[src/rtl/bit_entry_encoder.sv]
// bit_entry_encoder: debounces two raw buttons into held one-hot bit requests (in1/in0) for a slow detector.
// Latency: press-to-request DEBOUNCE_CYCLES+3 clk edges; a request drops on the edge after the tick that consumes it.
// Backpressure: one request is held until tick; a press arriving while one is held is dropped and sets sticky overrun.
// Optional history shift register and saturating count are built only when BIT_ENTRY_HISTORY_EN is defined.

module bit_entry_debounce #(
    parameter int DEBOUNCE_CYCLES = 1_000_000
) (
    input  logic clk,
    input  logic rst,
    input  logic btn,
    output logic press
);
    localparam int CNT_W = $clog2(DEBOUNCE_CYCLES + 1);
    localparam logic [CNT_W-1:0] CNT_MAX = CNT_W'(DEBOUNCE_CYCLES);

    typedef enum logic [1:0] {IDLE, CHK_DN, HELD, CHK_UP} db_state_e;

    logic             s1_q, s2_q;
    db_state_e        state_q, state_d;
    logic [CNT_W-1:0] cnt_q, cnt_d;
    logic             press_q, press_d;

    // Two-flop synchronizer for the raw asynchronous button.
    always_ff @(posedge clk or posedge rst) begin
        if (rst) begin
            s1_q <= 1'b0;
            s2_q <= 1'b0;
        end else begin
            s1_q <= btn;
            s2_q <= s1_q;
        end
    end

    // Press/release qualification; the counter saturates at CNT_MAX so it never wraps.
    always_comb begin
        state_d = state_q;
        cnt_d   = cnt_q;
        press_d = 1'b0;
        unique case (state_q)
            IDLE: begin
                if (s2_q) begin
                    state_d = CHK_DN;
                    cnt_d   = CNT_W'(1);
                end
            end
            CHK_DN: begin
                if (!s2_q) begin
                    state_d = IDLE;
                end else if (cnt_q == CNT_MAX) begin
                    state_d = HELD;
                    press_d = 1'b1;
                end else begin
                    cnt_d = cnt_q + CNT_W'(1);
                end
            end
            HELD: begin
                if (!s2_q) begin
                    state_d = CHK_UP;
                    cnt_d   = CNT_W'(1);
                end
            end
            CHK_UP: begin
                if (s2_q) begin
                    state_d = HELD;
                end else if (cnt_q == CNT_MAX) begin
                    state_d = IDLE;
                end else begin
                    cnt_d = cnt_q + CNT_W'(1);
                end
            end
            default: state_d = IDLE;
        endcase
    end

    // Debounce state, counter and registered press pulse.
    always_ff @(posedge clk or posedge rst) begin
        if (rst) begin
            state_q <= IDLE;
            cnt_q   <= '0;
            press_q <= 1'b0;
        end else begin
            state_q <= state_d;
            cnt_q   <= cnt_d;
            press_q <= press_d;
        end
    end

    assign press = press_q;
endmodule

module bit_entry_encoder #(
    parameter int DEBOUNCE_CYCLES = 1_000_000,
    parameter int HIST_W          = 8
) (
    input  logic                         clk,
    input  logic                         rst,
    input  logic                         btn1,
    input  logic                         btn0,
    input  logic                         tick,
    output logic                         in1,
    output logic                         in0,
    output logic                         pending,
    output logic                         overrun,
    output logic [HIST_W-1:0]            history,
    output logic [$clog2(HIST_W+1)-1:0]  hist_count
);
    localparam int HC_W = $clog2(HIST_W + 1);

    // One bit per request so in1/in0 come straight off flops.
    typedef enum logic [1:0] {EMPTY = 2'b00, PEND0 = 2'b01, PEND1 = 2'b10} req_state_e;

    logic       press1, press0;
    req_state_e req_q, req_d;
    logic       ovr_q, ovr_d;

    bit_entry_debounce #(.DEBOUNCE_CYCLES(DEBOUNCE_CYCLES)) u_db1 (
        .clk(clk), .rst(rst), .btn(btn1), .press(press1)
    );
    bit_entry_debounce #(.DEBOUNCE_CYCLES(DEBOUNCE_CYCLES)) u_db0 (
        .clk(clk), .rst(rst), .btn(btn0), .press(press0)
    );

    // Request hand-off: tick consumes the held bit, a same-cycle single press replaces it.
    always_comb begin
        req_d = req_q;
        ovr_d = ovr_q;
        if (press1 && press0) begin
            ovr_d = 1'b1;
            if (tick) begin
                req_d = EMPTY;
            end
        end else if (press1 || press0) begin
            if (req_q == EMPTY || tick) begin
                req_d = press1 ? PEND1 : PEND0;
            end else begin
                ovr_d = 1'b1;
            end
        end else if (tick) begin
            req_d = EMPTY;
        end
    end

    // Request state and sticky overrun.
    always_ff @(posedge clk or posedge rst) begin
        if (rst) begin
            req_q <= EMPTY;
            ovr_q <= 1'b0;
        end else begin
            req_q <= req_d;
            ovr_q <= ovr_d;
        end
    end

    assign in1     = req_q[1];
    assign in0     = req_q[0];
    assign pending = req_q[1] | req_q[0];
    assign overrun = ovr_q;

`ifdef BIT_ENTRY_HISTORY_EN
    logic [HIST_W-1:0] hist_q, hist_d;
    logic [HC_W-1:0]   hcnt_q, hcnt_d;

    // Shift in each accepted bit; the count saturates at HIST_W.
    always_comb begin
        hist_d = hist_q;
        hcnt_d = hcnt_q;
        if ((press1 ^ press0) && (req_q == EMPTY || tick)) begin
            hist_d = {hist_q[HIST_W-2:0], press1};
            if (hcnt_q != HC_W'(HIST_W)) begin
                hcnt_d = hcnt_q + HC_W'(1);
            end
        end
    end

    // History registers.
    always_ff @(posedge clk or posedge rst) begin
        if (rst) begin
            hist_q <= '0;
            hcnt_q <= '0;
        end else begin
            hist_q <= hist_d;
            hcnt_q <= hcnt_d;
        end
    end

    assign history    = hist_q;
    assign hist_count = hcnt_q;
`else
    assign history    = '0;
    assign hist_count = '0;
`endif
endmodule

[config.mk]
export PLATFORM = sky130hd
export DESIGN_NAME = bit_entry_encoder
export DESIGN_NICKNAME = d
export VERILOG_FILES = /design/src/rtl/bit_entry_encoder.sv
export SDC_FILE = /design/constraint.sdc
export NUM_CORES = 1
export LEC_CHECK = 0
export BUFFER_PORTS_ARGS = -buffer_cell sky130_fd_sc_hd__clkbuf_2
export CAP_MARGIN = 0
export CORE_ASPECT_RATIO = 1.75
export CORE_MARGIN = 5
export CORE_UTILIZATION = 50
export CTS_CLUSTER_SIZE = 12
export DETAILED_ROUTE_END_ITERATION = 6
export MAX_ROUTING_LAYER = met4
export PLACE_DENSITY_LB_ADDON = 0.3
export SYNTH_ARGS = -nofsm -noshare
export SYNTH_HDL_FRONTEND = slang
export SYNTH_SLANG_ARGS = --single-unit
[constraint.sdc]
create_clock -name clk -period 2.5 [get_ports clk]
set_input_delay 0.125 -clock clk [delete_from_list [all_inputs] [get_ports clk]]
set_output_delay 0.125 -clock clk [all_outputs]
set_load 0.05 [all_outputs]
## After elaboration in Yosys (flattened, before gate mapping)

Index checks and enable logic that the tools add are counted.

- Register bits after elaboration: 53
- Input bits: 5

- Add/sub/neg operators: 2
- Equality and inequality tests: 22
- Mux-type cells: 40
- Bitwise gates (word level): 1
- Reduce and logical (&&, ||, !) cells: 12

Operators by type and width:

| cell | count |
|---|---|
| $mux 20 | 10 |
| $pmux 20 s4 | 2 |
| $add 20x1->20 const B | 2 |
| $eq 20x20->1 const B | 2 |
| $mux 2 | 17 |
| $pmux 2 s4 | 2 |
| $reduce_and 4->1 | 4 |
| $ne 2x2->1 const B | 5 |
| $mux 1 | 9 |
| $eq 2x2->1 const B | 4 |
| $ne 2x1->1 const B | 4 |
| $logic_not 2->1 | 3 |
| $ne 3x1->1 const B | 2 |
| $ne 3x3->1 const B | 2 |
| $eq 2x1->1 const B | 2 |
| $ne 3x2->1 const B | 1 |
| $logic_or 1x1->1 | 2 |
| $reduce_and 2->1 | 1 |
| $reduce_bool 2->1 | 1 |
| $logic_and 1x1->1 | 1 |
| $or 1x1->1 | 1 |

## Depth between registers and ports, before layout

Gate-level depths: netlist of run 1.

- Word-level depth: 5
- Mapped depth: 6

## Modules after synthesis

From an unflattened synthesis of run 1, not the netlist that was laid out.

- Cells, all modules: 323
- Area total of the unflattened synthesis: 3171.8 µm²

By module, submodules not included:

| module | instances | cells an instance | area an instance (µm²) | sequential area each (µm²) |
|---|---|---|---|---|
| bit_entry_debounce | 2 | 144 | 1431.4 | 625.6 |
| bit_entry_encoder | 1 | 35 | 309.0 | 75.1 |

## Least setup slack after synthesis of run 1

OpenSTA, ideal clock, no wires.

- Path type: register -> register
- Start point: register u_db1.cnt_q[0]
- End point: register (tool-made name)
- Setup time: 128 ps
- Data arrival time: 1922 ps
- Required time: 2372 ps
- Setup slack: 451 ps
- Cell stages (with the launch flop): 7
- Cells stage by stage: dfrtp_1 inv_1 ha_1 or4bb_1 or3_1 nor3_2 mux2_1

RTL lines:

| what | line | source |
|---|---|---|
| start, declared | 21 | `logic [CNT_W-1:0] cnt_q, cnt_d;` |
| start signal, assigned | 84 | `cnt_q <= cnt_d;` |

## Worst setup path after layout of run 1

- Start point: register u_db1.cnt_q[1]
- End point: register u_db1.cnt_q[18]

- Longest elaborated chain between the ends: 4
- Elaborated cells on any way between the ends: 6
- Those cells by class: add/sub (1); eq/ne (1); mux (4)

RTL lines:

| what | line | source |
|---|---|---|
| $add 20x1->20 or $eq 20x20->1 (tied branches) | n/a |  |
| $mux 20 * | 50, 66 |  |
| $mux 20 (on tied branches) | 64, 48 |  |
| $pmux 20 s4 * | 40 | `unique case (state_q)` |

Mark *: on every way between the ends. The rest lies on a longest branch, timed or not. The select of a mux whose other input is x is not followed.
A chain may end at the register's enable or synchronous reset.

==> results of run 1 <==
-- cells by family after synthesis --
kind of cell / count (synthesis) / share of synthesized area
mux: 8 / 0.0270
compound gates: 77 / 0.175
flops: 53 / 0.433
simple gates: 141 / 0.253
fa+ha+maj: 7 / 0.0286
buf+inv: 44 / 0.0707
other cells: 1 / 0.00122
xor+xnor: 4 / 0.0114
-- repair_timing --
item | in CTS | in global routing
endpoints found under the setup margin | 0 | 0
hold buffers | 3 | 0
endpoints found under the hold margin | 25 | 0
-- area by class of cell --
| type | instances | area [um^2] | area share |
|---|---|---|---|
| clock buffers | 5 | 68.8 | 0.0209 |
| multi-input cells | 249 | 1570 | 0.477 |
| well taps | 78 | 97.6 | 0.0297 |
| flip-flops and latches | 53 | 1330 | 0.404 |
| repair buffers | 19 | 130 | 0.0396 |
| inverters | 16 | 60.1 | 0.0183 |
| clock inverters | 2 | 35.0 | 0.0107 |
-- metrics by stage --
step	std cells	cell area (um^2)	utilization	hold slack, ps
6_report	422	3290	0.554	170
5_1_grt	422	3290	0.554	185
4_1_cts	422	3290	0.554	165
3_5_place_dp	412	3150	0.532	178
3_3_place_gp	412	3150	0.532	171
2_1_floorplan	346	3100	-	156
-- layout by cell type (no fill, tap or decap), types with 8 or more instances in the layout --
| master | instances |
|---|---|
| dfrtp_1 | 53 |
| nand2_1 | 31 |
| nand3_1 | 25 |
| o21ai_0 | 21 |
| nor2_1 | 18 |
| inv_1 | 14 |
| nor3_1 | 14 |
| conb_1 | 12 |
| a21oi_1 | 10 |
| nand4_1 | 10 |
| clkbuf_2 | 8 |
| buf_4 | 8 |
-- worst paths after layout --
| kind | to | startpoint | cells after the start |
|---|---|---|---|
| min in group asynchronous | overrun$_DFFE_PP0P_ | rst | 3 |
| max reg2reg | u_db1.cnt_q[18]$_DFFE_PP0P_ | u_db1.cnt_q[1]$_DFFE_PP0P_ | 5 |
| max in group asynchronous | u_db1.cnt_q[5]$_DFFE_PP0P_ | rst | 4 |
| min reg2reg | u_db0.s2_q$_DFF_PP0_ | u_db0.s1_q$_DFF_PP0_ | 0 |
| max | u_db1.cnt_q[18]$_DFFE_PP0P_ | u_db1.cnt_q[1]$_DFFE_PP0P_ | 5 |
| min | req_q[1]$_DFFE_PP0P_ | tick | 4 |
-- power by group through the flow --
stage / Sequential, uW / Combinational [uW] / Clock, uW
floorplan: 931 / 168 / 0
global placement: 953 / 173 / 0
detailed placement: 954 / 179 / 0
CTS: 938 / 182 / 581
global route: 946 / 203 / 623
finish: 938 / 180 / 558
-- per-layer routing --
layer / track usage / share of wire / vias up
li1: - / - / 1251
met4: 0.0730 / 0.021 / 0
met3: 0.0300 / 0.022 / 12
met2: 0.318 / 0.56 / 35
met5: - / 0 / -
met1: 0.188 / 0.40 / 1233
-- worst max-delay path: stages, from the launching register on --
cell and delay (ps):
dfrtp_1 440, ha_1 230, nand3_1 130, or4_1 670, or2_1 290, o41ai_1 300
==> results.py, run 1 <==
metrics = {
    "run_status": {
        "status": "completed",
    },
    "synthesis": {
        "yosys_warnings": 0,
        "synth_top_area_cell": "dfrtp_1",
        "async_flop_share": 1.00,
        "synth_cell_type_count": 57,
        "synthTopCellsByCount": "53 x dfrtp_1, 31 x nand2_1, 25 x nand3_1",
        "syn_area_um2": 3060,
        "synth_area_leaders": "dfrtp_1 43%, nand3_1 4.1%, nand2_1 3.8%",
        "ys_ff_latch": 53,
        "synth_cells": 335,
        "synth.most_common_cell": "dfrtp_1",
        "synth_top_area_share": 0.433,
        "seq_area_frac_synth": 0.433,
        "synth_edf_count": 0,
        "synthFlopType": "dfrtp_1",
        "synth.avg_cell_area_um2": 9.14,
    },
    "sta": {
        "finalSetupViolCount": 0,
        "drv_slew": 0,
        "fin_crit_sh": 0.869,
        "fin_setup_tns_ps": 0,
        "layout_setup_ws_ps": 327,
        "max_freq_mhz": 460,
        "slew_headroom": 0.538,
        "fin_skew_ps": 6.13,
        "hold_violations": 0,
        "grt_setup_unrepaired": "false",
        "worst_slew_pin_slew_ps": 683,
        "period_needed_ps": 2170,
    },
    "job": {
        "maxCapViolations": 0,
    },
    "pwr": {
        "switching_share": 0.266,
        "total_power_uw": 1680,
        "peakVddDrop_uv": 364,
        "cellPowerDensity_nw_per_um2": 510,
        "leakage_uw": 0.00135,
        "seqPwrFrac": 0.560,
        "p_sw_uw": 446,
        "p_int_uw": 1230,
        "p_comb_frac": 0.107,
        "clockPowerShare": 0.333,
    },
    "clock_tree": {
        "cts_buffers": 5,
        "cts_root_buf": "clkbuf_8",
        "cts_sinks": 53,
        "clk_pin_slew_ps": 90,
        "cts_setup_buffers": 0,
        "htree_levels": 2,
        "clockBufferDepth": 2,
        "clk_latency_ps": 300,
        "cts_tree": "yes",
        "cts_resized": 0,
    },
    "detailed_routing": {
        "drt_iter0_drc": 170,
        "drt-wirelength-per-cell_um": 15.7,
        "via_per_inst": 6.00,
        "drt_wl_total_um": 6610,
        "dr.pass1.iters": 4,
        "drc_errors": 0,
        "via_count": 2531,
        "ant_nets": 0,
    },
    "floorplanning": {
        "die_area_um2": 7850,
        "ioPinCount": 21,
        "initial_utilization": 0.517,
        "fp-row-count": 37,
        "die_w_um": 69.2,
        "core_area_um2": 5930,
        "fp.dieH_um": 114,
    },
    "global_route": {
        "grt_overflow_total": 0,
        "grt_max_degree": 34,
        "gr-usage-all-layers": 0.176,
        "antenna_found_initial": 0,
        "grt_pass1_wl_um": 11100,
        "grt_pass1_vias": 2396,
    },
    "placed_design": {
        "place.gp.congestion": 0.825,
        "io_buffers": 8,
        "place_hpwl_um": 4750,
        "post-place-ws_ps": 347,
    },
    "critical_path": {
        "critPathLaunchType": "register",
        "arrival_ps": 2370,
        "r2r_slack_ps": 330,
        "end_kind": "register",
        "critical_path_class": "register to register",
        "crit_required_ps": 2700,
        "cp_max_fo": 7,
    },
    "finish": {
        "nFillCells": 577,
        "area_growth_pct": 7.32,
        "diodes": 0,
        "drive_gt1_frac": 0.102,
        "final_nets": 356,
        "reg_top3": "u_db0.cnt_q (20), u_db1.cnt_q (20), req_q (2)",
    },
    "hold_path": {
        "hold_path_class": "primary input to register",
    },
}
No activity file was read; power rests on OpenSTA's default activity.
==> run 2: changes to the inputs <==
clock period = 2.25 ns   (was 2.5 ns; I/O delays follow)
==> results.py, run 2 (synthesis results as in run 1) <==
metrics = {
    "clock_tree": {
        "htree_levels": 2,
        "cts_sinks": 53,
        "clockBufferDepth": 2,
        "clk_latency_ps": 310,
        "cts_root_buf": "clkbuf_8",
        "cts_setup_buffers": 0,
        "clk_pin_slew_ps": 100,
        "cts_tree": "yes",
        "cts_buffers": 5,
    },
    "floorplanning": {
        "die_area_um2": 7850,
        "die_w_um": 69.2,
        "fp.dieH_um": 114,
        "ioPinCount": 21,
        "initial_utilization": 0.517,
        "fp-row-count": 37,
        "core_area_um2": 5930,
    },
    "detailed_routing": {
        "drc_errors": 0,
        "drt_wl_total_um": 6780,
        "via_count": 2598,
        "dr.pass1.iters": 4,
        "ant_nets": 0,
        "drt-wirelength-per-cell_um": 15.8,
        "drt_iter0_drc": 135,
        "via_per_inst": 6.04,
    },
    "critical_path": {
        "cp_max_fo": 5,
        "crit_chain": "inv_1, ha_1, or4bb_1, or3_4, nor3_4, mux2_1",
        "critPathMaxStageDelay_ps": 500,
        "rr_worst_depth": 6,
        "slowest_stage": "or4bb_1",
        "critical_path_class": "register to register",
        "crit_start": "u_db1.cnt_q[0]$_DFFE_PP0P_",
        "crit_required_ps": 2450,
        "path_buf_inv": 1,
        "end_kind": "register",
        "critPathLaunchType": "register",
        "cp_top_family": "simple AND/OR/NAND/NOR gates",
        "r2r_start": "u_db1.cnt_q[0]$_DFFE_PP0P_",
        "path_depth": 6,
        "arrival_ps": 2340,
    },
    "sta": {
        "worst_slew_pin_slew_ps": 510,
        "slew_headroom": 0.657,
        "period_needed_ps": 2140,
        "max_freq_mhz": 467,
        "hold_violations": 0,
        "finalSetupViolCount": 0,
        "grt_setup_unrepaired": "false",
        "fin_skew_ps": 9.34,
        "drv_slew": 0,
        "fin_crit_sh": 0.953,
        "fin_setup_tns_ps": 0,
    },
    "finish": {
        "final_common_cell": "dfrtp_1",
        "nFillCells": 558,
        "area_growth_pct": 9.28,
        "reg_top3": "u_db0.cnt_q (20), u_db1.cnt_q (20), req_q (2)",
        "drive_gt1_frac": 0.128,
        "mostFrequentLayoutCells": "53 x dfrtp_1, 31 x nand2_1, 25 x nand3_1",
        "utilization": 0.565,
        "final_nets": 363,
        "design_area_um2": 3350,
        "final_cell_count_no_fill": 430,
        "diodes": 0,
    },
    "pwr": {
        "leakage_uw": 0.00140,
        "peakVddDrop_uv": 379,
        "total_power_uw": 1830,
        "cellPowerDensity_nw_per_um2": 546,
    },
    "run_status": {
        "status": "completed",
    },
    "global_route": {
        "grt_pass1_vias": 2470,
        "gr-usage-all-layers": 0.181,
        "grt_pass1_wl_um": 11500,
        "grt_overflow_total": 0,
        "grt_max_degree": 21,
        "antenna_found_initial": 0,
    },
    "placed_design": {
        "place_hpwl_um": 5060,
        "place_inst": 419,
        "place.gp.congestion": 0.872,
        "placed_area_um2": 3200,
        "io_buffers": 8,
    },
    "job": {
        "maxCapViolations": 0,
    },
    "hold_path": {
        "hold_path_class": "primary input to register",
        "hold_depth": 4,
        "hold_start": "tick",
    },
}
## run 2: cell types whose count changed in the layout (fill, tap and decap cells not counted), sizes merged
cell | previous run | this run
buf | 8 | 15
bufinv | 1 | 0
clkbuf | 13 | 14
clkinv | 2 | 3
## run 2: layer usage
metal	vias to the layer above	wire [um]	GRT usage
li1	1263	-	-
met1	1285	2650	0.182
met2	37	3840	0.348
met3	13	139	0.0194
met4	0	150	0.0756
met5	-	0	-
## run 2: area by class of cell
type | instances | area (um^2) | area share
clock buffer | 6 | 82.6 | 0.0247
clock inverter | 2 | 13.8 | 0.00411
inverter | 16 | 60.1 | 0.0180
multi-input combinational | 249 | 1580 | 0.473
sequential | 53 | 1330 | 0.396
tap | 78 | 97.6 | 0.0292
timing repair buffer | 26 | 183 | 0.0546
## run 2: worst min-delay path, delay by kind of cell
kind                   cells  cell delay, ps
buffers and inverters      2             160
and+or+nand+nor            1              60
AOI/OAI and AO/OA          1              90
## run 2: what timing repair did
action / in CTS / in global routing
setup endpoints to repair: 0 / 2
hold endpoints to repair: 18 / 0
hold buffers: 3 / 0
resized for setup: 0 / 3
## run 2: power breakdown
group	switching, uW	internal (uW)	total [uW]
combinational	153	69.4	222
clock	320	250	570
sequential	50.5	986	1040
total	523	1310	1830
## run 2: through the flow
| step | hold WS [ps] | setup WS (ps) |
|---|---|---|
| 2_1_floorplan | 144 | 201 |
| 3_3_place_gp | 95.4 | 133 |
| 3_5_place_dp | 100 | 76.1 |
| 4_1_cts | 146 | 64.9 |
| 5_1_grt | 169 | 17.4 |
| 6_report | 159 | 107 |
## run 2: final timing paths
check	slack [ps]	to
setup / recovery	110	register
hold / removal	160	req_q[1]$_DFFE_PP0P_
setup reg to reg	110	register
hold reg to reg	360	u_db1.s2_q$_DFF_PP0_
max in group asynchronous	1320	u_db1.cnt_q[4]$_DFFE_PP0P_
min in group asynchronous	310	req_q[1]$_DFFE_PP0P_
==> run 3: changes to the inputs <==
ABC_AREA = 1   (was unset)
ABC_CLOCK_PERIOD_IN_PS = 2250   (was unset)
==> results.py, run 3 <==
metrics = {
    "synthesis": {
        "yosys_warnings": 0,
        "synth_cell_type_count": 33,
        "synth_area_leaders": "dfrtp_1 37%, nand2_1 16%, nor2_1 7.9%",
        "seq_area_frac_synth": 0.374,
        "synth.most_common_cell": "nand2_1",
        "synthFlopType": "dfrtp_1",
        "async_flop_share": 1.00,
        "ys_ff_latch": 53,
        "synth_edf_count": 0,
        "syn_area_um2": 3550,
        "synth.avg_cell_area_um2": 7.00,
        "synth_cells": 507,
        "synth_top_area_cell": "dfrtp_1",
        "synthTopCellsByCount": "152 x nand2_1, 75 x nor2_1, 53 x dfrtp_1",
        "synth_top_area_share": 0.374,
    },
    "finish": {
        "diodes": 0,
        "area_growth_pct": 5.78,
        "reg_top3": "u_db0.cnt_q (20), u_db1.cnt_q (20), req_q (2)",
        "nFillCells": 697,
        "design_area_um2": 3750,
        "regArea_um2": 1330,
        "multi_input_comb_area_um2": 1860,
        "mostFrequentLayoutCells": "152 x nand2_1, 75 x nor2_1, 53 x dfrtp_1",
        "drive_gt1_frac": 0.0911,
        "final_common_cell": "nand2_1",
        "final_nets": 527,
    },
    "placed_design": {
        "place.gp.congestion": 0.954,
        "io_buffers": 8,
        "placed_area_um2": 3580,
        "post-place-ws_ps": 412,
        "place_hpwl_um": 6220,
    },
    "clock_tree": {
        "clockBufferDepth": 2,
        "cts_tree": "yes",
        "cts_setup_buffers": 0,
        "cts_root_buf": "clkbuf_16",
        "cts_buffers": 5,
        "cts_resized": 0,
        "htree_levels": 2,
        "clk_pin_slew_ps": 80,
        "cts_sinks": 53,
        "cts_hold_buf": 3,
        "clk_latency_ps": 300,
    },
    "sta": {
        "finalSetupViolCount": 0,
        "worst_slew_pin_slew_ps": 572,
        "period_needed_ps": 1830,
        "drv_slew": 0,
        "fin_crit_sh": 0.811,
        "grt_setup_unrepaired": "false",
        "max_freq_mhz": 548,
        "hold_violations": 0,
        "slew_headroom": 0.618,
        "layout_setup_ws_ps": 424,
        "fin_setup_tns_ps": 0,
        "fin_skew_ps": 11.7,
    },
    "pwr": {
        "p_int_uw": 1480,
        "seqPwrFrac": 0.504,
        "leakage_uw": 0.00171,
        "p_sw_uw": 607,
        "peakVddDrop_uv": 432,
        "p_comb_frac": 0.129,
        "cellPowerDensity_nw_per_um2": 555,
        "clockPowerShare": 0.367,
        "switching_share": 0.291,
        "total_power_uw": 2080,
    },
    "global_route": {
        "antenna_found_initial": 0,
        "grt_max_degree": 28,
        "grt_util_met3": 0.0265,
        "grt_pass1_vias": 3079,
        "use_met2": 0.368,
        "gr-usage-all-layers": 0.209,
        "grt-busiest-layer": "met2",
        "met1_usage": 0.219,
        "grt_overflow_total": 0,
        "grt_pass1_wl_um": 14100,
    },
    "floorplanning": {
        "fp.dieH_um": 121,
        "core_area_um2": 6910,
        "ioPinCount": 21,
        "die_w_um": 73.7,
        "die_area_um2": 8950,
        "initial_utilization": 0.514,
        "fp-row-count": 40,
    },
    "run_status": {
        "status": "completed",
    },
    "critical_path": {
        "critPathLaunchType": "register",
        "critPathMostFrequentCell": "nand2_1",
        "crit_required_ps": 2480,
        "slowest_stage": "dfrtp_1",
        "arrival_ps": 2050,
        "critPathMaxStageDelay_ps": 460,
        "end_kind": "register",
        "cp_max_fo": 13,
        "critical_path_class": "register to register",
        "crit_chain": "inv_1, ha_1, nand3_1, nor2_1, nand4_1, nand2_1, buf_4, nand2_1, o21ai_1",
    },
    "detailed_routing": {
        "drt-wirelength-per-cell_um": 13.5,
        "drc_errors": 0,
        "drt_wl_total_um": 8080,
        "via_count": 3093,
        "via_per_inst": 5.16,
        "ant_nets": 0,
        "dr.pass1.iters": 5,
        "drt_iter0_drc": 213,
    },
    "hold_path": {
        "hold_path_class": "primary input to register",
    },
    "job": {
        "maxCapViolations": 0,
    },
}
-- run 3: cell types whose count changed after synthesis, sizes merged, moves of 8 or more --
cell    delta
nand2    +125
nor2      +62
inv       +35
nand3     +26
xor2      +13
o21ai     +11
clkbuf     -9
nor3       -9
a21oi      -8
-- run 3: power groups by stage --
| stage | combinational, uW | sequential, uW | clock [uW] |
|---|---|---|---|
| floorplan | 245 | 1050 | 0 |
| global placement | 260 | 1060 | 0 |
| detailed placement | 265 | 1070 | 0 |
| CTS | 270 | 1050 | 792 |
| global route | 305 | 1050 | 827 |
| finish | 269 | 1050 | 766 |
-- run 3: cells by family after synthesis --
family	synth area share
AO/OA/AOI/OAI	0.0659
XOR/XNOR	0.0444
adder cells (fa/ha/maj)	0.0247
buffers and inverters	0.113
flip-flops	0.374
other	0.00106
AND/OR/NAND/NOR	0.378
-- run 3: cell type report --
type / instances / area share
clock buffer: 6 / 0.0343
clock inverter: 2 / 0.00400
inverter: 52 / 0.0553
multi-input combinational: 387 / 0.497
sequential: 53 / 0.353
tap: 84 / 0.0280
timing repair buffer: 16 / 0.0287
-- run 3: final timing paths --
path	cells after the start	startpoint	endpoint	slack (ps)
min reg2reg	0	u_db0.s1_q$_DFF_PP0_	u_db0.s2_q$_DFF_PP0_	370
min	4	tick	req_q[0]$_DFFE_PP0P_	140
max	9	u_db1.cnt_q[0]$_DFFE_PP0P_	u_db1.cnt_q[16]$_DFFE_PP0P_	420
max in group asynchronous	4	rst	u_db0.cnt_q[9]$_DFFE_PP0P_	1210
min in group asynchronous	3	rst	u_db1.cnt_q[15]$_DFFE_PP0P_	410
max reg2reg	9	u_db1.cnt_q[0]$_DFFE_PP0P_	u_db1.cnt_q[16]$_DFFE_PP0P_	420
-- run 3: routing by layer --
layer / routed length, um / share of wire
met1: 3030 / 0.38
met2: 4520 / 0.56
met3: 167 / 0.021
met4: 359 / 0.044
met5: 0 / 0
-- run 3: critical path, delay by kind of cell (launching register included) --
family / cells / cell delay (ps)
adders and majority gates: 1 / 140
AOI/OAI and AO/OA: 1 / 80
buffers and inverters: 2 / 350
DFF: 1 / 460
and+or+nand+nor: 5 / 740
-- run 3: stage by stage --
stage	util	instances	hold slack [ps]
global route	0.544	600	157
CTS	0.544	600	121
floorplan	-	518	144
global placement	0.518	589	190
finish	0.544	600	139
detailed placement	0.518	589	195
